==> config.mk <==
export PLATFORM = sky130hd
export DESIGN_NAME = imem_access_arbiter
export DESIGN_NICKNAME = d
export VERILOG_FILES = /design/src/rtl/imem_access_arbiter.sv
export SDC_FILE = /design/constraint.sdc
export NUM_CORES = 1
export LEC_CHECK = 0
export ABC_AREA = 0
export BUFFER_PORTS_ARGS = -buffer_cell sky130_fd_sc_hd__buf_4
export CAP_MARGIN = 25
export CORE_AREA = 2 2 90 92
export DETAILED_ROUTE_END_ITERATION = 7
export DIE_AREA = 0 0 92 94
export PLACE_DENSITY = 0.76
export RECOVER_POWER = 100
export SYNTH_ARGS = -nofsm -noshare
export SYNTH_HDL_FRONTEND = slang
export SYNTH_SLANG_ARGS = --single-unit
==> constraint.sdc <==
create_clock -name Clk -period 1.65 [get_ports Clk]
set_clock_uncertainty 0.15 [all_clocks]
set_input_delay 0.33 -clock Clk [delete_from_list [all_inputs] [get_ports Clk]]
set_output_delay 0.33 -clock Clk [all_outputs]
set_load 0.1 [all_outputs]
==> src/rtl/imem_access_arbiter.sv <==
// imem_access_arbiter
//   Shares one single-ported instruction memory between the fetch stage and
//   a program loader. After reset only the loader may access memory (BOOT);
//   once LoadDone is seen the two requesters share the port round-robin (RUN).
//   Fetch data is returned registered, one cycle after the grant.
//
// Ports
//   Clk, Reset                 clock (rising edge), async active-high reset
//   FetchReq/FetchAddr         fetch request and byte address
//   FetchGnt                   fetch granted this cycle (combinational)
//   FetchValid/FetchInstr/FetchErr  registered fetch response
//   LoadReq/LoadAddr/LoadData  loader write request, byte address, data
//   LoadGnt                    loader granted this cycle (combinational)
//   LoadDone                   loader finished, leave BOOT
//   Booted                     high in RUN
//   MemAddr/MemWrData/MemWrite/MemRdData  memory-side port
//
// Optional build macro
//   IMEM_ARB_STATS_EN  adds saturating 16-bit FetchGrantCnt, LoadGrantCnt and
//                      ConflictCnt outputs; arbitration is unaffected.

module imem_access_arbiter #(
   parameter int ADDR_WIDTH = 32,
   parameter int DATA_WIDTH = 32,
   parameter int MEM_WORDS  = 128
) (
   input  logic                  Clk,
   input  logic                  Reset,
   input  logic                  FetchReq,
   input  logic [ADDR_WIDTH-1:0] FetchAddr,
   output logic                  FetchGnt,
   output logic                  FetchValid,
   output logic [DATA_WIDTH-1:0] FetchInstr,
   output logic                  FetchErr,
   input  logic                  LoadReq,
   input  logic [ADDR_WIDTH-1:0] LoadAddr,
   input  logic [DATA_WIDTH-1:0] LoadData,
   output logic                  LoadGnt,
   input  logic                  LoadDone,
   output logic                  Booted,
   output logic [ADDR_WIDTH-3:0] MemAddr,
   output logic [DATA_WIDTH-1:0] MemWrData,
   output logic                  MemWrite,
`ifdef IMEM_ARB_STATS_EN
   output logic [15:0]           FetchGrantCnt,
   output logic [15:0]           LoadGrantCnt,
   output logic [15:0]           ConflictCnt,
`endif
   input  logic [DATA_WIDTH-1:0] MemRdData
);

   typedef enum logic {ST_BOOT, ST_RUN} state_t;
   typedef enum logic {LAST_FETCH, LAST_LOAD} last_t;

   localparam logic [ADDR_WIDTH-1:0] MEM_LIMIT = ADDR_WIDTH'(MEM_WORDS);

   state_t state;
   last_t  last_gnt;
   logic   fetch_in_range;
   logic   load_in_range;

   // Word index (byte address >> 2) must fall below MEM_WORDS.
   assign fetch_in_range = (FetchAddr >> 2) < MEM_LIMIT;
   assign load_in_range  = (LoadAddr  >> 2) < MEM_LIMIT;

   // Grant decision
   always_comb begin
      FetchGnt = 1'b0;
      LoadGnt  = 1'b0;
      if (state == ST_BOOT) begin
         LoadGnt = LoadReq;
      end else if (FetchReq && LoadReq) begin
         // Contention: favour whoever did not win last time.
         FetchGnt = (last_gnt == LAST_LOAD);
         LoadGnt  = (last_gnt == LAST_FETCH);
      end else begin
         FetchGnt = FetchReq;
         LoadGnt  = LoadReq;
      end
   end

   // Memory-side mux
   always_comb begin
      MemAddr = '0;
      if (FetchGnt)
         MemAddr = FetchAddr[ADDR_WIDTH-1:2];
      else if (LoadGnt)
         MemAddr = LoadAddr[ADDR_WIDTH-1:2];
   end

   assign MemWrData = LoadData;
   assign MemWrite  = LoadGnt && load_in_range;

   // State, round-robin history and registered fetch response
   always_ff @(posedge Clk or posedge Reset) begin
      if (Reset) begin
         state      <= ST_BOOT;
         last_gnt   <= LAST_LOAD;
         Booted     <= 1'b0;
         FetchValid <= 1'b0;
         FetchErr   <= 1'b0;
         FetchInstr <= '0;
      end else begin
         case (state)
            ST_BOOT: begin
               if (LoadDone) begin
                  state  <= ST_RUN;
                  Booted <= 1'b1;
               end
            end
            ST_RUN: begin
               state  <= ST_RUN;
               Booted <= 1'b1;
            end
            default: begin
               state  <= ST_BOOT;
               Booted <= 1'b0;
            end
         endcase

         if (FetchGnt)
            last_gnt <= LAST_FETCH;
         else if (LoadGnt)
            last_gnt <= LAST_LOAD;

         if (FetchGnt) begin
            FetchValid <= 1'b1;
            FetchErr   <= !fetch_in_range;
            FetchInstr <= fetch_in_range ? MemRdData : '0;
         end else begin
            FetchValid <= 1'b0;
            FetchErr   <= 1'b0;
         end
      end
   end

`ifdef IMEM_ARB_STATS_EN
   always_ff @(posedge Clk or posedge Reset) begin
      if (Reset) begin
         FetchGrantCnt <= '0;
         LoadGrantCnt  <= '0;
         ConflictCnt   <= '0;
      end else begin
         if (FetchGnt && FetchGrantCnt != 16'hFFFF)
            FetchGrantCnt <= FetchGrantCnt + 16'd1;
         if (LoadGnt && LoadGrantCnt != 16'hFFFF)
            LoadGrantCnt <= LoadGrantCnt + 16'd1;
         if (FetchReq && LoadReq && ConflictCnt != 16'hFFFF)
            ConflictCnt <= ConflictCnt + 16'd1;
      end
   end
`endif

endmodule

==> qor.yml, run 1 <==
area_delta_synth_final_pct: 109
worstPathMaxFanout: 7
core_um2: 7610
finalSetupTns_ns: -18.87
synthMostInstantiatedCell: "dfrtp_1"
numPortBuffers: 164
synth_top_family_by_area: "compound AO/OA/AOI/OAI gates"
dpl_cell_area_um2: 3960
worst_slew_pin_slew_ns: 0.522
final_cell_area_um2: 4890
dr.first_iter.drc_count: 84
yosys.area_share.adder_pct: 0
grt_max_degree: 38
core.rowCount: 32
worst_slack_ns: -0.517
routed_wl_mm: 9.96
drtAntennaViolNets: 0
met1_length_mm: 3.66
whs_ns: 0.0927
reg2reg_depth: 8
violations: "negative setup slack"
ioPinCount: 233
seq_area_um2: 927
synth.area.top_cells: "dfrtp_1 39%, a22o_1 11%, buf_4 10%, o31ai_1 10%, nand3_1 6.9%"
antenna_found_initial: 0
ys_seq_area_share_pct: 39.7
numCtsBuffers: 5
fin_util_pct: 64.3
wire_per_inst_um: 19.1
relSlewSlack_pct: 65.2
firstDrtPassIters: 4
layout-drive-gt1-share_pct: 73.1
power_density_nw_per_um2: 713
timing.rr.start: "last_gnt"
routed.top_layer: "met4"
status: "complete, but fails checks"
synth_compound_area_share_pct: 29.4
synthXorXnorAreaFrac_pct: 0
fin_crit_ns: 2.17
hold-path-cell-count: 2
grtUsageTotal_pct: 21.7
synth_common_cells: "36 x dfrtp_1, 32 x buf_4, 32 x nand3_1, 32 x o21ai_0, 32 x o31ai_1"
grt_first_pass_wirelength_mm: 14.9
hp-class: "in -> reg"
total_power_mw: 3.49
grt_pass1_vias: 2977
max_freq_ghz: 0.461
maxCapViolCount: 0
finalCritPeriodShare_pct: 131
synth_area_per_cell_um2: 9.42
cts_tree: "yes"
detailed_place_hpwl_mm: 6.50
ys_types: 28
htree_levels: 2
ys_warn_count: 0
synthCells: 248
synth_mux_area_share_pct: 0
slowest_stage: "dfstp_2"
placedCellCount: 498
ys_seq_elements: 37
crit_required_ns: 1.17
fillers: 611
gp_congestion: 0.851
yosys.area_share.simple_pct: 14.0
synth_area_um2: 2340
synth-main-ff-cell: "dfrtp_1"
hold_start: "LoadDone"
setup_viol: 64
num_antenna_cells: 0
start_util_pct: 30.7
r2r-end: "FetchInstr[3]"
cts_root_buffer: "clkbuf_8"
via_count: 2786
synth_top_area_share_pct: 38.5
crit_top_cell: "buf_12"
final-hold-violation-count: 0
post-synth-top-area-cell: "dfrtp_1"
crit_type: "reg -> out"
wl_met3_um: 587
rsz0062_at_grt: "yes"
drcViolationCount: 0
dieArea_um2: 8650
gr-total-overflow: 0
clock_sinks: 37
maxSlewViolCount: 0
via_per_inst: 5.34
worstSetupStartpointType: "flop"
place_ws_ns: -0.372
clock_path_buffers: 2
syn-num-nets: 381
min_to: "state"
route.met2.wl_mm: 5.46
multiInputGateArea_um2: 1530
synth-edff-count: 0
rrSetupSlack_ns: -0.13
stdcell_count: 522
p_leak_nw: 2.34
async_reset_ff_share_pct: 100
cts.clk_slew.worst_paths_ns: 0.07
crit_path_cell_trace: "buf_6 -> a21boi_4 -> buf_4 -> buf_12 -> a22o_4 -> buf_12"
die_w_um: 92
endpoint_kind: "output port"
dieHeight_um: 94
max_stage_delay_ns: 0.55
nets: 553
clock_latency_ns: 0.28
peakVddDrop_mv: 0.497
cp.arrival_ns: 1.69
[per-layer routing]
layer	vias up	track usage, %
li1	1264	-
met4	0	7.71
met3	18	4.01
met2	128	40.3
met5	-	0
met1	1376	24.7
[worst max-delay path by stage]
stage	startpoint	end	slack [ns]
floorplan	last_gnt	MemAddr[21]	-0.21
global placement	LoadAddr[17]	MemWrite	-0.42
finish	last_gnt	MemAddr[0]	-0.52
global route	last_gnt	MemAddr[25]	-0.57
CTS	last_gnt	MemAddr[9]	-0.50
detailed placement	FetchReq	MemAddr[17]	-0.37
[cell usage in the layout, fill, tap and decap left out, types with 2 or more instances in the layout]
cell / n
buf_4: 128
buf_12: 40
dfrtp_1: 36
o21ai_0: 31
buf_2: 31
a22o_4: 29
o31ai_2: 20
nand3_1: 16
nand3_2: 13
o31ai_1: 11
clkbuf_4: 9
nor4_1: 6
clkbuf_8: 6
buf_8: 5
nor4_2: 4
buf_6: 4
nand3_4: 3
buf_16: 3
nand2_1: 2
nor3_1: 2
[where the power goes]
| group | switching (mW) | internal, mW |
|---|---|---|
| Clock | 0.301 | 0.332 |
| Sequential | 0.00454 | 0.917 |
| Combinational | 1.09 | 0.845 |
| Total | 1.39 | 2.09 |
[critical path, delay by kind of cell (launching register included)]
| kind | cells | cell delay (ns) |
|---|---|---|
| AO/OA/AOI/OAI | 2 | 0.30 |
| buffers and inverters | 4 | 0.55 |
| flip-flops | 1 | 0.55 |
[registers in the layout (all words and copies together) (netlist names)]
register and flops:
FetchErr 1, FetchValid 1, Booted 1, last_gnt 1, state 1, FetchInstr 32
[cell families after synthesis]
kind of cell    count (synthesis)
flops                          37
simple gates                   56
compound gates                 97
buf+inv                        58
[what timing repair did]
item / 4_1_cts / 5_1_grt
endpoints found under the hold margin: 36 / 0
resized for setup: 108 / 55
cloned: 4 / 1
setup buffers: 9 / 5
endpoints found under the setup margin: 42 / 65
hold buffers: 1 / 0
pin swaps: 4 / 28
[layout make-up]
type                            instances  area share, %
Multi-Input combinational cell        153           31.2
Clock buffer                            7           1.76
Timing Repair Buffer                  222           45.4
Sequential cell                        37           18.9
Tap cell                              102           2.61
Inverter                                1         0.0767
Power figures use the tool's default switching activity.
==> run 2: changes to the inputs <==
--- a/config.mk
+++ b/config.mk
@@ -13,6 +13,7 @@
 export DIE_AREA = 0 0 92 94
 export PLACE_DENSITY = 0.76
 export RECOVER_POWER = 100
+export REMOVE_ABC_BUFFERS = 1
 export SYNTH_ARGS = -nofsm -noshare
 export SYNTH_HDL_FRONTEND = slang
 export SYNTH_SLANG_ARGS = --single-unit
==> qor.yml, run 2 (synthesis gave the netlist of run 1 again) <==
final-hold-violation-count: 0  # unchanged
drtAntennaViolNets: 0  # unchanged
clock_latency_ns: 0.29  # was 0.28 ns
violations: "negative setup slack"  # unchanged
htree_levels: 2  # unchanged
wire_per_inst_um: 21.8  # was 19.1 µm
dieHeight_um: 94  # unchanged
area_delta_synth_final_pct: 84.9  # was 109%
rsz0062_at_grt: "yes"  # unchanged
finalSetupTns_ns: -15.86  # was -18.87 ns
crit_required_ns: 1.17  # about the same
worst_slack_ns: -0.510  # was -0.517 ns
total_power_mw: 3.46  # was 3.49 mW
crit_type: "reg -> out"  # unchanged
worst_slew_pin_slew_ns: 0.939  # was 0.522 ns
finalCritPeriodShare_pct: 131  # about the same
nets: 525  # was 553
via_per_inst: 5.53  # was 5.34
cts_tree: "yes"  # unchanged
drcViolationCount: 0  # unchanged
dr.first_iter.drc_count: 118  # was 84
grt_max_degree: 38  # unchanged
grt_first_pass_wirelength_mm: 15.4  # was 14.9 mm
cp.arrival_ns: 1.68  # was 1.69 ns
core.rowCount: 32  # unchanged
maxCapViolCount: 0  # unchanged
peakVddDrop_mv: 0.541  # was 0.497 mV
num_antenna_cells: 0  # unchanged
worstPathMaxFanout: 7  # unchanged
ioPinCount: 233  # unchanged
grt_pass1_vias: 2750  # was 2977
largest_reg_flops: 32  # unchanged
setup_viol: 45  # was 64
detailed_place_hpwl_mm: 7.74  # was 6.50 mm
hp-class: "in -> reg"  # unchanged
gp_congestion: 0.899  # was 0.851
fin_util_pct: 56.8  # was 64.3%
clock_sinks: 37  # unchanged
stdcell_count: 495  # was 522
fin_crit_ns: 2.16  # was 2.17 ns
layout_common_cells: "110 x buf_4, 38 x buf_12, 36 x dfrtp_1, 32 x nand3_1, 32 x o21ai_0"  # was 128 x buf_4, 40 x buf_12, 36 x dfrtp_1, 31 x o21ai_0, 31 x buf_2
endpoint_kind: "output port"  # unchanged
die_w_um: 92  # unchanged
routed_wl_mm: 10.8  # was 9.96 mm
gr-total-overflow: 0  # unchanged
postCtsHoldBufs: 0  # was 1
cts_root_buffer: "clkbuf_8"  # unchanged
numPortBuffers: 164  # unchanged
numCtsBuffers: 5  # unchanged
status: "complete, but fails checks"  # unchanged
relSlewSlack_pct: 37.4  # was 65.2%
clock_path_buffers: 2  # unchanged
grtUsageTotal_pct: 23.7  # was 21.7%
dieArea_um2: 8650  # unchanged
final_common_cell: "buf_4"  # unchanged
power_density_nw_per_um2: 800  # was 713 nW/µm²
firstDrtPassIters: 4  # unchanged
largest-register: "FetchInstr"  # unchanged
start_util_pct: 30.7  # unchanged
placedCellCount: 481  # was 498
cts.clk_slew.worst_paths_ns: 0.08  # was 0.07 ns
worstSetupStartpointType: "flop"  # unchanged
max_freq_ghz: 0.463  # was 0.461 GHz
p_leak_nw: 2.06  # was 2.34 nW
maxSlewViolCount: 0  # unchanged
antenna_found_initial: 0  # unchanged
layout-drive-gt1-share_pct: 60.3  # was 73.1%
core_um2: 7610  # unchanged
via_count: 2736  # was 2786
run 2: cell types whose count changed in the layout (fill, tap and decap cells not counted), moves of 2 or more:
cell,delta
clkbuf_4,+7
nand3_1,+16
nand3_4,-3
a22o_4,-12
buf_2,-10
nand3_2,-13
buf_4,-18
o31ai_1,+15
a22o_1,+13
buf_8,-4
buf_12,-2
o31ai_2,-14
buf_6,+2
buf_16,-3
run 2: power breakdown:
group          switching [mW]  leakage, nW  internal [mW]
clock network           0.333       0.0574          0.492
logic                    1.02         1.50          0.687
registers             0.00478        0.500          0.917
run 2: timing repair:
item / in CTS / in global routing
buffers inserted: 0 / 3
gates resized for setup: 102 / 36
pin swaps: 2 / 2
endpoints found under the setup margin: 37 / 50
gates cloned: 1 / 3
run 2: routing by layer:
metal / track usage [%] / vias up / wire length [µm]
li1: - / 1200 / -
met1: 26.2 / 1305 / 3920
met2: 38.4 / 206 / 5100
met3: 13.1 / 23 / 1410
met4: 7.71 / 2 / 303
met5: 6.41 / - / 62
run 2: worst paths after layout:
path / start / to / depth (start not counted) / slack [ns]
max: last_gnt / MemAddr[18] / 6 / -0.51
min: LoadDone / Booted / 2 / 0.10
max reg2reg: state / FetchInstr[1] / 4 / -0.04
min reg2reg: Booted / Booted / 1 / 0.36
max in group asynchronous: Reset / FetchInstr[26] / 3 / 0.58
min in group asynchronous: Reset / FetchInstr[5] / 3 / 0.18
run 2: through the flow:
step           hold slack [ns]  instance area (µm²)  setup slack (ns)
6_report                 0.102                 4320            -0.510
5_1_grt                 0.0942                 4320            -0.563
4_1_cts                 0.0188                 4090            -0.464
3_5_place_dp             0.332                 3540            -0.375
3_3_place_gp             0.324                 3540            -0.379
2_1_floorplan            0.285                 1950             -2.93
run 2: final cells by class:
cell class                 instances  area (µm²)
fill                             661        3290
inverter                           1        3.75
clock buffer                       6        82.6
clock inverter                     2        37.5
timing repair buffer             194        1920
tap                              102         128
multi-input combinational        153        1220
sequential                        37         927
run 2: critical path, cell delays in order (launching register included):
cell and delay, ns:
dfstp_2 0.55, buf_6 0.11, a21boi_4 0.05, buf_12 0.14
buf_6 0.13, a22o_4 0.23, buf_12 0.17
==> run 3: changes to the inputs <==
--- a/config.mk
+++ b/config.mk
@@ -8,10 +8,11 @@
 export ABC_AREA = 0
 export BUFFER_PORTS_ARGS = -buffer_cell sky130_fd_sc_hd__buf_4
 export CAP_MARGIN = 25
-export CORE_AREA = 2 2 90 92
+export CORE_AREA = 2 2 92 94
+export CTS_CLUSTER_DIAMETER = 200
 export DETAILED_ROUTE_END_ITERATION = 7
-export DIE_AREA = 0 0 92 94
-export PLACE_DENSITY = 0.76
+export DIE_AREA = 0 0 94 96
+export PLACE_DENSITY = 0.71
 export RECOVER_POWER = 100
 export REMOVE_ABC_BUFFERS = 1
 export SYNTH_ARGS = -nofsm -noshare
==> constraint.sdc (replaced) <==
create_clock -name Clk -period 2.3 [get_ports Clk]
set_clock_uncertainty 0.15 [all_clocks]
set_input_delay 0.46 -clock Clk [delete_from_list [all_inputs] [get_ports Clk]]
set_output_delay 0.46 -clock Clk [all_outputs]
set_load 0.1 [all_outputs]
==> qor.yml, run 3 (synthesis gave the netlist of run 1 again) <==
grt_max_degree: 34  # was 38
core.rowCount: 33  # was 32
cts_tree: "yes"  # unchanged
max_freq_ghz: 0.435
status: "completed"  # was complete, but fails checks
p_leak_nw: 1.92  # was 2.06 nW
antenna_found_initial: 0  # unchanged
rsz0062_at_grt: "yes"  # unchanged
finalSetupTns_ns: 0  # was -15.86 ns
dr.first_iter.drc_count: 197  # was 118
wire_per_inst_um: 20.2  # was 21.8 µm
crit_top_cell: "buf_12"
rrSetupSlack_ns: 0.65  # was -0.04 ns
reg2reg_depth: 4  # unchanged
detailed_place_hpwl_mm: 7.17  # was 7.74 mm
clock_latency_ns: 0.28  # was 0.29 ns
final_common_cell: "buf_4"  # unchanged
grt_first_pass_wirelength_mm: 13.7  # was 15.4 mm
maxCapViolCount: 0  # unchanged
start_util_pct: 29.0  # was 30.7%
drtAntennaViolNets: 0  # unchanged
grt_pass1_vias: 2549  # was 2750
power_density_nw_per_um2: 552  # was 800 nW/µm²
drcViolationCount: 0  # unchanged
worstSetupPathDepth: 5  # was 6
cts_root_buffer: "clkbuf_8"  # unchanged
gp_congestion: 0.730  # was 0.899
largest-register: "FetchInstr"  # unchanged
fillers: 751  # was 661
crit_start: "state"  # was last_gnt
maxSlewViolCount: 0  # unchanged
ioPinCount: 233  # unchanged
cp.arrival_ns: 1.69  # was 1.68 ns
crit_type: "reg -> out"  # unchanged
max_stage_delay_ns: 0.41  # was 0.55 ns
clock_path_buffers: 2  # unchanged
seq_area_um2: 927  # unchanged
cp-endpoint: "MemWrite"  # was MemAddr[18]
routed_wl_mm: 9.74  # was 10.8 mm
hp-class: "in -> async"  # was in -> reg
gr-total-overflow: 0  # unchanged
final-hold-violation-count: 0  # unchanged
die_w_um: 94  # was 92 µm
whs_ns: 0.0929  # was 0.102 ns
dieArea_um2: 9020  # was 8650 µm²
layout-drive-gt1-share_pct: 54.0  # was 60.3%
worstSetupStartpointType: "flop"  # unchanged
numPortBuffers: 164  # unchanged
num_antenna_cells: 0  # unchanged
multiInputGateArea_um2: 1110  # was 1220 µm²
path_buf_inv: 2  # was 4
via_per_inst: 5.44  # was 5.53
slowest_stage: "dfrtp_1"  # was dfstp_2
finalCritPeriodShare_pct: 99.9
nets: 510  # was 525
relSlewSlack_pct: 27.8  # was 37.4%
peakVddDrop_mv: 0.266  # was 0.541 mV
r2r-end: "FetchInstr[8]"  # was FetchInstr[1]
via_count: 2626  # was 2736
core_um2: 8050  # was 7610 µm²
setup_viol: 0  # was 45
numCtsBuffers: 5  # unchanged
fin_crit_ns: 2.30
crit_path_cell_trace: "and2_4 -> a21boi_4 -> buf_12 -> and4_4 -> buf_12"  # was buf_6 -> a21boi_4 -> buf_12 -> buf_6 -> a22o_4 -> buf_12
firstDrtPassIters: 7  # was 4
crit_required_ns: 1.69  # was 1.17 ns
dpl_cell_area_um2: 3420  # was 3540 µm²
postCtsHoldBufs: 0  # unchanged
largest_reg_flops: 32  # unchanged
crit_family: "flip-flops"  # unchanged
clock_sinks: 37  # unchanged
layout_common_cells: "141 x buf_4, 36 x dfrtp_1, 33 x buf_12"  # was 110 x buf_4, 38 x buf_12, 36 x dfrtp_1, 32 x nand3_1, 32 x o21ai_0
htree_levels: 2  # unchanged
worstPathMaxFanout: 16  # was 7
area_delta_synth_final_pct: 73.6  # was 84.9%
final_cell_area_um2: 4060  # was 4320 µm²
grtUsageTotal_pct: 19.9  # was 23.7%
cts.clk_slew.worst_paths_ns: 0.07  # was 0.08 ns
timing.rr.start: "last_gnt"  # was state
dieHeight_um: 96  # was 94 µm
endpoint_kind: "output port"  # unchanged
worst_slew_pin_slew_ns: 1.08  # was 0.939 ns
## run 3: routing by layer
layer | wire length [µm] | track usage [%]
met3 | 1300 | 10.9
met1 | 3710 | 24.7
met4 | 195 | 4.23
met2 | 4490 | 30.2
met5 | 38 | 3.57
## run 3: final cells by class
type | count | area share [%]
Clock buffer | 6 | 1.79
Clock inverter | 2 | 0.247
Tap cell | 105 | 3.24
Sequential cell | 37 | 22.8
Multi-Input combinational cell | 153 | 27.4
Timing Repair Buffer | 179 | 44.4
Inverter | 1 | 0.0925
## run 3: worst min path at each step
stage	endpoint	start	slack, ns	cells after the start
global placement	Booted	Booted	0.32	1
detailed placement	Booted	Booted	0.31	1
global route	FetchValid	Reset	0.14	2
finish	FetchInstr[20]	Reset	0.09	2
floorplan	Booted	state	0.32	1
CTS	FetchValid	Reset	0.14	2
## run 3: report_power, final
group | internal (mW) | switching, mW
registers | 0.658 | 0.00466
logic | 0.440 | 0.705
clock network | 0.210 | 0.223
## run 3: worst reg2reg max path, delay by kind of cell (launching register included)
family | cells | cell delay [ns]
AND/OR/NAND/NOR | 2 | 0.25
flip-flops | 1 | 0.57
buffers and inverters | 1 | 0.32
AO/OA/AOI/OAI | 1 | 0.26
## run 3: repair_timing
item	in CTS	in global routing
resized for setup	79	27
pin swaps	1	1
gates cloned	0	3
setup buffers	0	3
setup endpoints to repair	31	31
## run 3: through the flow
step                setup WS (ns)  total power, mW  std cells  util, %
floorplan                   -2.49             1.28        191        -
global placement           0.0113             1.59        469     42.5
detailed placement         0.0130             1.59        469     42.5
CTS                       -0.0309             2.18        477     47.5
global route              -0.0756             2.35        483     50.4
finish                    0.00332             2.24        483     50.4
